`src/rtl/seven_seg_debug_display_if.sv`:
```
// rtl/seven_seg_debug_display_if.sv - debug sources, controls and display drive for the 7-seg debug display
interface seven_seg_debug_display_if;
  logic [31:0] PCValue;
  logic [31:0] WriteData;
  logic [31:0] HiData;
  logic [31:0] LoData;
  logic [1:0]  Sel;
  logic        Freeze;
  logic [7:0]  Anode;
  logic [6:0]  Segments;
  logic        DP;

  modport master (
    output PCValue, WriteData, HiData, LoData, Sel, Freeze,
    input  Anode, Segments, DP
  );

  modport slave (
    input  PCValue, WriteData, HiData, LoData, Sel, Freeze,
    output Anode, Segments, DP
  );
endinterface

```
`src/rtl/seven_seg_debug_display.sv`:
```
// rtl/seven_seg_debug_display.sv - frame-snapshotted 8-digit hex scan of a selected processor debug word
module seven_seg_debug_display #(
  parameter int REFRESH_DIV = 100000
) (
  input  logic                        Clk,
  input  logic                        Rst,
  seven_seg_debug_display_if.slave    dbg
);

  localparam int CW = (REFRESH_DIV > 2) ? $clog2(REFRESH_DIV) : 1;
  localparam logic [CW-1:0] CNT_MAX = CW'(REFRESH_DIV - 1);

  logic [CW-1:0] r_refresh_cnt;
  logic [2:0]    r_digit_idx;
  logic [31:0]   r_snapshot;
  logic          r_freeze_q;
  logic [7:0]    r_anode;
  logic [6:0]    r_segments;
  logic          r_dp;

  logic          w_tick;
  logic [31:0]   w_src;
  logic [3:0]    w_nibble;
  logic [6:0]    w_pattern;

  assign w_tick   = (r_refresh_cnt == CNT_MAX);
  assign w_nibble = r_snapshot[{r_digit_idx, 2'b00} +: 4];

  always_comb begin
    w_src = dbg.PCValue;
    case (dbg.Sel)
      2'd0: w_src = dbg.PCValue;
      2'd1: w_src = dbg.WriteData;
      2'd2: w_src = dbg.HiData;
      2'd3: w_src = dbg.LoData;
      default: w_src = dbg.PCValue;
    endcase
  end

  // Patterns are {g,f,e,d,c,b,a}, active-low for a common-anode display
  always_comb begin
    w_pattern = 7'b1111111;
    case (w_nibble)
      4'h0: w_pattern = 7'b1000000;
      4'h1: w_pattern = 7'b1111001;
      4'h2: w_pattern = 7'b0100100;
      4'h3: w_pattern = 7'b0110000;
      4'h4: w_pattern = 7'b0011001;
      4'h5: w_pattern = 7'b0010010;
      4'h6: w_pattern = 7'b0000010;
      4'h7: w_pattern = 7'b1111000;
      4'h8: w_pattern = 7'b0000000;
      4'h9: w_pattern = 7'b0010000;
      4'hA: w_pattern = 7'b0001000;
      4'hB: w_pattern = 7'b0000011;
      4'hC: w_pattern = 7'b1000110;
      4'hD: w_pattern = 7'b0100001;
      4'hE: w_pattern = 7'b0000110;
      4'hF: w_pattern = 7'b0001110;
      default: w_pattern = 7'b1111111;
    endcase
  end

  // Snapshot only reloads as digit 7 finishes, so one frame never mixes two values
  always_ff @(posedge Clk or negedge Rst) begin
    if (!Rst) begin
      r_refresh_cnt <= '0;
      r_digit_idx   <= 3'd0;
      r_snapshot    <= 32'h0;
      r_freeze_q    <= 1'b0;
      r_anode       <= 8'hFF;
      r_segments    <= 7'h7F;
      r_dp          <= 1'b1;
    end else begin
      r_freeze_q <= dbg.Freeze;
      if (w_tick) begin
        r_refresh_cnt <= '0;
        r_digit_idx   <= r_digit_idx + 3'd1;
        if (r_digit_idx == 3'd7 && !dbg.Freeze) begin
          r_snapshot <= w_src;
        end
      end else begin
        r_refresh_cnt <= r_refresh_cnt + 1'b1;
      end
      r_anode    <= ~(8'b1 << r_digit_idx);
      r_segments <= w_pattern;
      r_dp       <= !(r_digit_idx == 3'd0 && r_freeze_q);
    end
  end

  assign dbg.Anode    = r_anode;
  assign dbg.Segments = r_segments;
  assign dbg.DP       = r_dp;

endmodule

```
`src/flat_wrapper.sv`:
```
// flat-port wrapper written by rule: the top's interface ports become plain ports
module seven_seg_debug_display_flat 
#(
  parameter int REFRESH_DIV = 100000
)
  (Clk, Rst, dbg_PCValue, dbg_WriteData, dbg_HiData, dbg_LoData, dbg_Sel, dbg_Freeze, dbg_Anode, dbg_Segments, dbg_DP);
  seven_seg_debug_display_if dbg_i ();
  input  logic Clk;
  input  logic Rst;
  input wire logic [$bits(dbg_i.PCValue)-1:0] dbg_PCValue;
  input wire logic [$bits(dbg_i.WriteData)-1:0] dbg_WriteData;
  input wire logic [$bits(dbg_i.HiData)-1:0] dbg_HiData;
  input wire logic [$bits(dbg_i.LoData)-1:0] dbg_LoData;
  input wire logic [$bits(dbg_i.Sel)-1:0] dbg_Sel;
  input wire logic [$bits(dbg_i.Freeze)-1:0] dbg_Freeze;
  output wire logic [$bits(dbg_i.Anode)-1:0] dbg_Anode;
  output wire logic [$bits(dbg_i.Segments)-1:0] dbg_Segments;
  output wire logic [$bits(dbg_i.DP)-1:0] dbg_DP;
  assign dbg_i.PCValue = dbg_PCValue;
  assign dbg_i.WriteData = dbg_WriteData;
  assign dbg_i.HiData = dbg_HiData;
  assign dbg_i.LoData = dbg_LoData;
  assign dbg_i.Sel = dbg_Sel;
  assign dbg_i.Freeze = dbg_Freeze;
  assign dbg_Anode = dbg_i.Anode;
  assign dbg_Segments = dbg_i.Segments;
  assign dbg_DP = dbg_i.DP;
  seven_seg_debug_display #(.REFRESH_DIV(REFRESH_DIV)) u_core (.Clk(Clk), .Rst(Rst), .dbg(dbg_i));
endmodule
```
`config.mk`:
```
export PLATFORM = sky130hd
export DESIGN_NAME = seven_seg_debug_display_flat
export DESIGN_NICKNAME = d
export VERILOG_FILES = /design/src/rtl/seven_seg_debug_display_if.sv /design/src/rtl/seven_seg_debug_display.sv /design/src/flat_wrapper.sv
export SDC_FILE = /design/constraint.sdc
export NUM_CORES = 1
export LEC_CHECK = 0
export ABC_CLOCK_PERIOD_IN_PS = 2700
export BUFFER_PORTS_ARGS = -buffer_cell sky130_fd_sc_hd__buf_2
export CAP_MARGIN = 15
export CORE_ASPECT_RATIO = 0.6
export CORE_UTILIZATION = 44
export CTS_CLUSTER_DIAMETER = 200
export CTS_CLUSTER_SIZE = 24
export DETAILED_ROUTE_END_ITERATION = 10
export HOLD_SLACK_MARGIN = 0.05
export PLACE_DENSITY = 0.73
export SETUP_SLACK_MARGIN = 0.5
export SKIP_CTS_REPAIR_TIMING = 1
export SLEW_MARGIN = 20
export SYNTH_ARGS = -nofsm -noshare
export SYNTH_HDL_FRONTEND = slang
export SYNTH_SLANG_ARGS = --single-unit
```
`constraint.sdc`:
```
create_clock -name Clk -period 2.7 [get_ports Clk]
set_input_delay 0.405 -clock Clk [delete_from_list [all_inputs] [get_ports Clk]]
set_output_delay 0.405 -clock Clk [all_outputs]
set_load 0.005 [all_outputs]
```
==> results of run 1 <==
-- placed cells by master, fill, tap and decap left out, types with 2 or more instances in the layout --
| cell | n |
|---|---|
| and4_1 | 2 |
| buf_12 | 2 |
| buf_2 | 148 |
| buf_4 | 15 |
| buf_6 | 3 |
| clkbuf_16 | 11 |
| clkbuf_8 | 2 |
| clkinv_2 | 3 |
| dfrtp_1 | 51 |
| dfrtp_2 | 2 |
| dfstp_2 | 16 |
| ha_1 | 9 |
| ha_2 | 4 |
| inv_1 | 9 |
| mux2_2 | 35 |
| mux2i_1 | 6 |
| mux2i_4 | 4 |
| mux4_1 | 2 |
| mux4_2 | 38 |
| nand2_1 | 11 |
| nand3_1 | 10 |
| nand4_1 | 5 |
| nor2_1 | 9 |
| nor3_1 | 4 |
| o31ai_1 | 2 |
| xnor2_1 | 8 |
| xor2_1 | 8 |
-- sequential cells by signal (all words and copies together) (netlist names) --
register              cells
u_core.r_snapshot        32
u_core.r_refresh_cnt     17
u_core.dbg.Anode          8
u_core.dbg.Segments       7
u_core.r_digit_idx        3
u_core.dbg.DP             1
u_core.r_freeze_q         1
-- per-layer routing --
metal	global-route usage [%]	vias to the layer above	part of all wire [%]
li1	-	1359	-
met5	0	-	0
met2	33.39	122	46
met3	5.829	12	5.8
met4	6.827	0	1.4
met1	28.14	1447	47
-- through the flow --
stage	instances	utilization, %	power, mW	cell area, µm²
final	552	61.60	2.354	5310
after global routing	552	61.60	2.454	5310
after CTS	537	59.48	2.385	5127
after detailed placement	521	56.24	1.292	4848
after global placement	521	56.24	1.287	4848
after floorplan	269	-	1.158	3984
-- cell type report --
cell class	instances	area [µm²]	area share (%)
Clock buffer	12	256.5	4.830
Multi-Input combinational cell	175	2127	40.06
Inverter	10	37.54	0.7069
Clock inverter	4	22.52	0.4241
Timing Repair Buffer	170	977.2	18.40
Tap cell	112	140.1	2.639
Sequential cell	69	1749	32.94
-- kinds of logic (layout without fill, tap and decap cells) --
kind of cell | after synthesis | after routing | synth area share, %
AOI/OAI and AO/OA | 8 | 8 | 1.447
xor gates and xnor gates | 16 | 16 | 3.524
adders and majority gates | 13 | 13 | 4.091
buffers and inverters | 25 | 196 | 3.304
DFF | 69 | 69 | 43.93
muxes | 86 | 86 | 36.47
and+or+nand+nor | 52 | 52 | 7.238
-- critical path: cells and delay by family, from the launching register on --
family                   cells  cell delay (ns)
buffers and inverters        2             0.24
AO/OA/AOI/OAI                1             0.17
adder cells (fa/ha/maj)      1             0.20
flip-flops                   1             0.43
multiplexers                 3             1.05
-- worst paths after layout --
kind | startpoint | endpoint | slack (ns) | depth (start not counted)
worst max-delay path | u_core.r_digit_idx[0] | u_core.dbg.Segments[4] | 0.53 | 7
worst min-delay path | dbg_Freeze | u_core.r_freeze_q | 0.21 | 1
worst max register to register | u_core.r_digit_idx[0] | u_core.dbg.Segments[4] | 0.53 | 7
worst min register to register | u_core.r_freeze_q | u_core.dbg.DP | 0.41 | 1
max in group asynchronous | Rst | u_core.r_digit_idx[0] | 1.83 | 2
min in group asynchronous | Rst | u_core.r_freeze_q | 0.27 | 2
-- power by group --
part | internal (mW) | switching, mW
registers | 1.04 | 0.000382
clock network | 0.666 | 0.420
logic | 0.146 | 0.0840
==> flow_summary.json, run 1 <==
{
  "synth.distinct_cells": 40,
  "hold_slack_ns": 0.2073,
  "num-fill-cells": 687,
  "critPathMaxFanout": 6,
  "worstSetupPathType": "reg -> reg",
  "initialDrtViolationCount": 166,
  "clockBufferDepth": 2,
  "synthTopCellsByArea": "dfrtp_1, mux4_2, dfstp_2",
  "initial_core_util_pct": 46.12,
  "ir_worst_vdd_v": 0.0002880,
  "max_slew.worst_pin.slew_ns": 0.8437,
  "cp-start-kind": "flop",
  "drive_above_1_share_pct": 65.68,
  "cp_slowest_cell": "mux4_2",
  "antenna_found_initial": 0,
  "setup_ws_ns": 0.5286,
  "cts.clk_slew.worst_paths_ns": 0.05,
  "fmax_ghz": 0.4605,
  "max_stage_delay_ns": 0.52,
  "ys_seq_area_share_pct": 43.93,
  "chipHeight_um": 75.64,
  "total_leakage_power_nw": 2.535,
  "syn_inst": 269,
  "cts_tree": "yes",
  "vias": 2940,
  "htreeDepth": 3,
  "grt_pass1_wl_mm": 14.62,
  "status": "completed",
  "first_pass_iters": 4,
  "ys.flop_type": "dfrtp_1",
  "cts_root_buf": "clkbuf_16",
  "finalSetupViolations": 0,
  "place.gp.congestion": 0.8177,
  "slew_violations": 0,
  "synth.cells.most_frequent": "dfrtp_1, mux4_2, mux2_2, dfstp_2, ha_1",
  "synth_most_common_cell": "dfrtp_1",
  "rsz0062_at_grt": "false",
  "path_cells": "buf_4, mux4_2, mux2i_4, inv_2, ha_1, mux2_2, o21ai_0",
  "diodes": 0,
  "pre_cts_ws_ns": 0.1997,
  "layout_min_cycle_time_ns": 2.171,
  "synth-edff-count": 0,
  "clk_latency_ns": 0.33,
  "fin_skew_ns": 0.003253,
  "yosysTopAreaCellShare_pct": 33.35,
  "synth.ff_latch_count": 69,
  "viasPerCell": 5.326,
  "wl_mm": 9.430,
  "grt_overflow_total": 0,
  "yosysTopAreaCell": "dfrtp_1",
  "syn_area_mm2": 0.003976,
  "cts.sinks": 69,
  "p_per_area_mw_per_mm2": 443.4,
  "syn_avg_cell_area_um2": 14.78,
  "hp-class": "in -> reg",
  "io_buffers": 148,
  "synth_nets": 415,
  "nNetsFinal": 581,
  "io_pins": 149,
  "hpwlAfterDp_mm": 6.815,
  "required_ns": 2.95,
  "worstPathArrival_ns": 2.42,
  "drv_cap": 0,
  "wl_per_cell_um": 17.08,
  "async_flop_share_pct": 100.0,
  "grt_pass1_vias": 2863,
  "cts_buffers": 9,
  "endpoint_kind": "flop",
  "grt.total_usage_pct": 20.87,
  "grt_max_degree": 70,
  "postRouteAntennaNets": 0,
  "coreArea_mm2": 0.008621,
  "relSlewSlack_pct": 43.75,
  "die_w_um": 124.7,
  "syn_to_final_growth_pct": 33.54,
  "ys_warn_count": 0,
  "fin_setup_tns_ns": 0,
  "period_share_pct": 80.42,
  "drc_errors": 0,
  "hold_viol": 0,
  "num_rows": 26,
  "die_area_mm2": 0.009434
}
Note: power is estimated with default switching activity, not from simulation.
==> run 2, diff against run 1 <==
--- a/config.mk
+++ b/config.mk
@@ -5,7 +5,7 @@
 export SDC_FILE = /design/constraint.sdc
 export NUM_CORES = 1
 export LEC_CHECK = 0
-export ABC_CLOCK_PERIOD_IN_PS = 2700
+export ABC_CLOCK_PERIOD_IN_PS = 2200
 export BUFFER_PORTS_ARGS = -buffer_cell sky130_fd_sc_hd__buf_2
 export CAP_MARGIN = 15
 export CORE_ASPECT_RATIO = 0.6
==> constraint.sdc (replaced) <==
create_clock -name Clk -period 2.2 [get_ports Clk]
set_input_delay 0.33 -clock Clk [delete_from_list [all_inputs] [get_ports Clk]]
set_output_delay 0.33 -clock Clk [all_outputs]
set_load 0.005 [all_outputs]
==> flow_summary.json, run 2 (synthesis results as in run 1) <==
{
  "layout_commonest_cell": "buf_2",
  "initialDrtViolationCount": 153,
  "worstSetupEndpoint": "u_core.dbg.Segments[1]",
  "fin_skew_ns": 0.005496,
  "total_leakage_power_nw": 2.613,
  "drc_errors": 0,
  "drv_cap": 0,
  "nNetsFinal": 592,
  "cts_tree": "yes",
  "clockBufferDepth": 2,
  "num_rows": 26,
  "die_w_um": 124.7,
  "initial_core_util_pct": 46.12,
  "cts_buffers": 9,
  "postRouteAntennaNets": 0,
  "cts.sinks": 69,
  "grt_overflow_total": 0,
  "syn_to_final_growth_pct": 39.62,
  "grt_max_degree": 48,
  "layout_min_cycle_time_ns": 2.120,
  "crit_path_start": "u_core.r_digit_idx[0]",
  "io_pins": 149,
  "drive_above_1_share_pct": 70.07,
  "period_share_pct": 96.35,
  "hp-class": "in -> reg",
  "hpwlAfterDp_mm": 7.093,
  "wl_per_cell_um": 18.10,
  "io_buffers": 148,
  "critPathMaxFanout": 8,
  "grt.total_usage_pct": 21.31,
  "slew_violations": 0,
  "worstPathArrival_ns": 2.38,
  "r2r_cells": 7,
  "endpoint_kind": "flop",
  "relSlewSlack_pct": 64.78,
  "reg2reg_from": "u_core.r_digit_idx[0]",
  "ir_worst_vdd_v": 0.0003313,
  "coreArea_mm2": 0.008621,
  "wl_mm": 10.19,
  "hold_viol": 0,
  "cp-start-kind": "flop",
  "rsz0062_at_grt": "true",
  "r2r_slack_ns": 0.08,
  "max_slew.worst_pin.slew_ns": 0.5283,
  "final_cell_count_no_fill": 563,
  "final_cell_mix": "buf_2, dfrtp_1, mux4_2, mux2_2, buf_4",
  "antenna_found_initial": 0,
  "dpl.cell_count": 526,
  "finalPower_mw": 2.836,
  "power_switching_share_pct": 21.76,
  "utilization_pct": 64.40,
  "first_pass_iters": 5,
  "required_ns": 2.46,
  "grt_pass1_vias": 3072,
  "largest_reg_flops": 32,
  "fmax_ghz": 0.4718,
  "clk_latency_ns": 0.33,
  "worstSetupPathType": "reg -> reg",
  "htreeDepth": 3,
  "power_frac_seq_pct": 44.9,
  "die_area_mm2": 0.009434,
  "status": "completed",
  "viasPerCell": 5.371,
  "combPwrFrac_pct": 10.4,
  "p_sw_mw": 0.6171,
  "chipHeight_um": 75.64,
  "diodes": 0,
  "p_per_area_mw_per_mm2": 510.9,
  "regMostFlops": "u_core.r_snapshot",
  "r2r-end": "u_core.dbg.Segments[1]",
  "place.gp.congestion": 0.7643,
  "cts_root_buf": "clkbuf_16",
  "pre_cts_ws_ns": 0.03084,
  "setup_ws_ns": 0.08031,
  "cts.clk_slew.worst_paths_ns": 0.05,
  "clock_power_share_pct": 44.7,
  "grt_pass1_wl_mm": 15.01,
  "hold_slack_ns": 0.1346,
  "finalSetupViolations": 0,
  "vias": 3024,
  "p_int_mw": 2.219
}
==> run 2: cell types whose count changed in the layout (fill, tap and decap cells not counted), moves of 3 or more <==
| cell | change |
|---|---|
| buf_12 | +3 |
| buf_4 | +6 |
| clkbuf_1 | +3 |
| ha_2 | -4 |
| ha_4 | +6 |
| inv_1 | -3 |
==> run 2: power by group through the flow <==
stage | Sequential, mW | Clock, mW | Combinational [mW]
finish | 1.27 | 1.27 | 0.295
global route | 1.27 | 1.33 | 0.324
CTS | 1.27 | 1.28 | 0.298
detailed placement | 1.30 | 0 | 0.297
global placement | 1.30 | 0 | 0.290
floorplan | 1.30 | 0 | 0.126
==> run 2: metrics by stage <==
| step | area (µm²) | TNS [ns] |
|---|---|---|
| 4_1_cts | 5184 | -0.004262 |
| 3_5_place_dp | 4928 | 0 |
| 6_report | 5552 | 0 |
| 5_1_grt | 5552 | -0.01184 |
| 3_3_place_gp | 4928 | 0 |
| 2_1_floorplan | 3995 | 0 |
==> run 2: worst max-delay path, stage by stage, from the launching register on <==
cell,delay [ns]
dfrtp_2,0.40
buf_12,0.14
mux4_2,0.53
mux2i_4,0.26
ha_1,0.21
inv_2,0.04
or3_4,0.37
o21ai_2,0.09
==> run 2: worst min path at each step <==
| stage | cells past startpoint | slack, ns | to | startpoint |
|---|---|---|---|---|
| 3_5_place_dp | 1 | 0.34 | u_core.r_freeze_q | Rst |
| 5_1_grt | 1 | 0.12 | u_core.r_freeze_q | dbg_Freeze |
| 2_1_floorplan | 0 | 0.03 | u_core.r_digit_idx[0] | Rst |
| 4_1_cts | 1 | -0.02 | u_core.r_freeze_q | Rst |
| 3_3_place_gp | 1 | 0.33 | u_core.r_freeze_q | Rst |
| 6_report | 1 | 0.13 | u_core.r_freeze_q | dbg_Freeze |
==> run 2: area by class of cell <==
| cell class | instances | area, µm² |
|---|---|---|
| clock inverter | 3 | 15.01 |
| sequential | 69 | 1749 |
| timing repair buffer | 181 | 1101 |
| multi-input combinational | 175 | 2265 |
| inverter | 10 | 41.29 |
| tap | 112 | 140.1 |
| clock buffer | 13 | 240.2 |
| fill | 648 | 3069 |
==> run 2: per-layer routing <==
| layer | global-route usage, % | vias up | wire length, µm |
|---|---|---|---|
| li1 | - | 1383 | - |
| met1 | 27.90 | 1498 | 4643 |
| met2 | 35.05 | 128 | 4808 |
| met3 | 5.126 | 15 | 559 |
| met4 | 8.969 | 0 | 180 |
| met5 | 0 | - | 0 |
==> run 3, diff against run 2 <==
--- a/config.mk
+++ b/config.mk
@@ -8,13 +8,14 @@
 export ABC_CLOCK_PERIOD_IN_PS = 2200
 export BUFFER_PORTS_ARGS = -buffer_cell sky130_fd_sc_hd__buf_2
 export CAP_MARGIN = 15
-export CORE_ASPECT_RATIO = 0.6
-export CORE_UTILIZATION = 44
+export CELL_PAD_IN_SITES_DETAIL_PLACEMENT = 1
+export CELL_PAD_IN_SITES_GLOBAL_PLACEMENT = 1
+export CORE_UTILIZATION = 39
 export CTS_CLUSTER_DIAMETER = 200
 export CTS_CLUSTER_SIZE = 24
 export DETAILED_ROUTE_END_ITERATION = 10
 export HOLD_SLACK_MARGIN = 0.05
-export PLACE_DENSITY = 0.73
+export PLACE_DENSITY_LB_ADDON = 0.1
 export SETUP_SLACK_MARGIN = 0.5
 export SKIP_CTS_REPAIR_TIMING = 1
 export SLEW_MARGIN = 20
==> flow_summary.json, run 3 (synthesis results as in run 1) <==
{
  "cts_buffers": 9,
  "wl_per_cell_um": 17.76,
  "hold_depth": 1,
  "die_w_um": 103.0,
  "grt_overflow_total": 0,
  "hp-class": "in -> reg",
  "postRouteAntennaNets": 0,
  "max_slew.worst_pin.slew_ns": 0.4321,
  "design_area_mm2": 0.005480,
  "chipHeight_um": 103.0,
  "r2r_cells": 6,
  "cp-start-kind": "flop",
  "io_pins": 149,
  "cts.sinks": 69,
  "antenna_found_initial": 0,
  "required_ns": 2.48,
  "grt_pass1_vias": 3116,
  "cts_tree": "yes",
  "fmax_ghz": 0.4706,
  "drv_cap": 0,
  "period_share_pct": 96.59,
  "critPathMaxFanout": 9,
  "htreeDepth": 3,
  "die_area_mm2": 0.01060,
  "nNetsFinal": 581,
  "rsz0062_at_grt": "true",
  "status": "completed",
  "dpl.cell_count": 545,
  "grt_max_degree": 70,
  "grt.total_usage_pct": 19.66,
  "regMostFlops": "u_core.r_snapshot",
  "hold_viol": 0,
  "final_cell_mix": "buf_2, dfrtp_1, mux4_2, mux2_4, dfstp_2",
  "utilization_pct": 55.81,
  "clk_latency_ns": 0.35,
  "p_per_area_mw_per_mm2": 499.4,
  "syn_to_final_growth_pct": 37.82,
  "met2_length_mm": 5.316,
  "num_rows": 36,
  "top_layer_used": "met4",
  "slew_violations": 0,
  "fin_skew_ns": 0.01054,
  "worstPathArrival_ns": 2.40,
  "relSlewSlack_pct": 71.16,
  "drive_above_1_share_pct": 67.05,
  "met1_length_mm": 4.210,
  "vias": 2975,
  "ir_worst_vdd_v": 0.0003274,
  "clockBufferDepth": 2,
  "viasPerCell": 5.192,
  "coreArea_mm2": 0.009819,
  "io_buffers": 148,
  "initial_core_util_pct": 40.49,
  "grt_pass1_wl_mm": 15.37,
  "hpwlAfterDp_mm": 7.384,
  "wl_met3_um": 493,
  "largest_reg_flops": 32,
  "diodes": 0,
  "initialDrtViolationCount": 53,
  "cts.clk_slew.worst_paths_ns": 0.08,
  "layout_min_cycle_time_ns": 2.125,
  "endpoint_kind": "flop",
  "wl_mm": 10.18,
  "layout_commonest_cell": "buf_2",
  "final_cell_count_no_fill": 573,
  "first_pass_iters": 4,
  "drc_errors": 0,
  "place_area_mm2": 0.004927,
  "finalPower_mw": 2.737,
  "worstSetupPathType": "reg -> reg",
  "finalSetupViolations": 0,
  "place.gp.congestion": 0.7188,
  "cts_root_buf": "clkbuf_8",
  "total_leakage_power_nw": 2.570
}
==> run 3: path summary, 6_finish.rpt <==
kind	end	startpoint	slack, ns
worst min-delay path	u_core.r_freeze_q	dbg_Freeze	0.11
worst min register to register	u_core.dbg.DP	u_core.r_freeze_q	0.40
max in group asynchronous	u_core.dbg.Anode[0]	Rst	1.34
worst max-delay path	u_core.dbg.Segments[1]	u_core.r_digit_idx[0]	0.07
min in group asynchronous	u_core.r_snapshot[6]	Rst	0.53
worst max register to register	u_core.dbg.Segments[1]	u_core.r_digit_idx[0]	0.07
==> run 3: layer usage <==
layer | vias up | track usage [%]
li1 | 1360 | -
met3 | 10 | 4.000
met2 | 102 | 34.77
met1 | 1503 | 23.50
met5 | - | 0
met4 | 0 | 7.801
==> run 3: critical path: stages (launching register included) <==
cell,delay (ns)
dfrtp_2,0.41
buf_12,0.15
mux4_2,0.54
mux2i_4,0.30
buf_4,0.17
mux2_2,0.33
o21ai_1,0.14
==> run 3: final cells by class <==
type / instances / area, µm²
fill: 1066 / 4339
multi-input combinational: 175 / 2288
sequential: 69 / 1749
timing repair buffer: 170 / 1013
tap: 133 / 166.4
clock buffer: 11 / 141.4
clock inverter: 5 / 83.83
inverter: 10 / 37.54
==> run 3: power breakdown <==
group | leakage (nW) | total, mW | internal (mW) | switching [mW]
Clock | 0.106 | 1.17 | 0.671 | 0.497
Sequential | 0.889 | 1.27 | 1.27 | 0.000479
Combinational | 1.58 | 0.296 | 0.186 | 0.111
Total | 2.57 | 2.74 | 2.13 | 0.609
==> run 3: metrics by stage <==
stage / worst slack (ns) / hold WS, ns / TNS, ns
after detailed placement: 0.03868 / 0.3854 / 0
after floorplan: 0.2369 / 0.03441 / 0
after CTS: 0.02901 / 0.001398 / 0
after global placement: 0.1201 / 0.3810 / 0
after global routing: -0.001159 / 0.1075 / -0.001159
final: 0.07493 / 0.1093 / 0
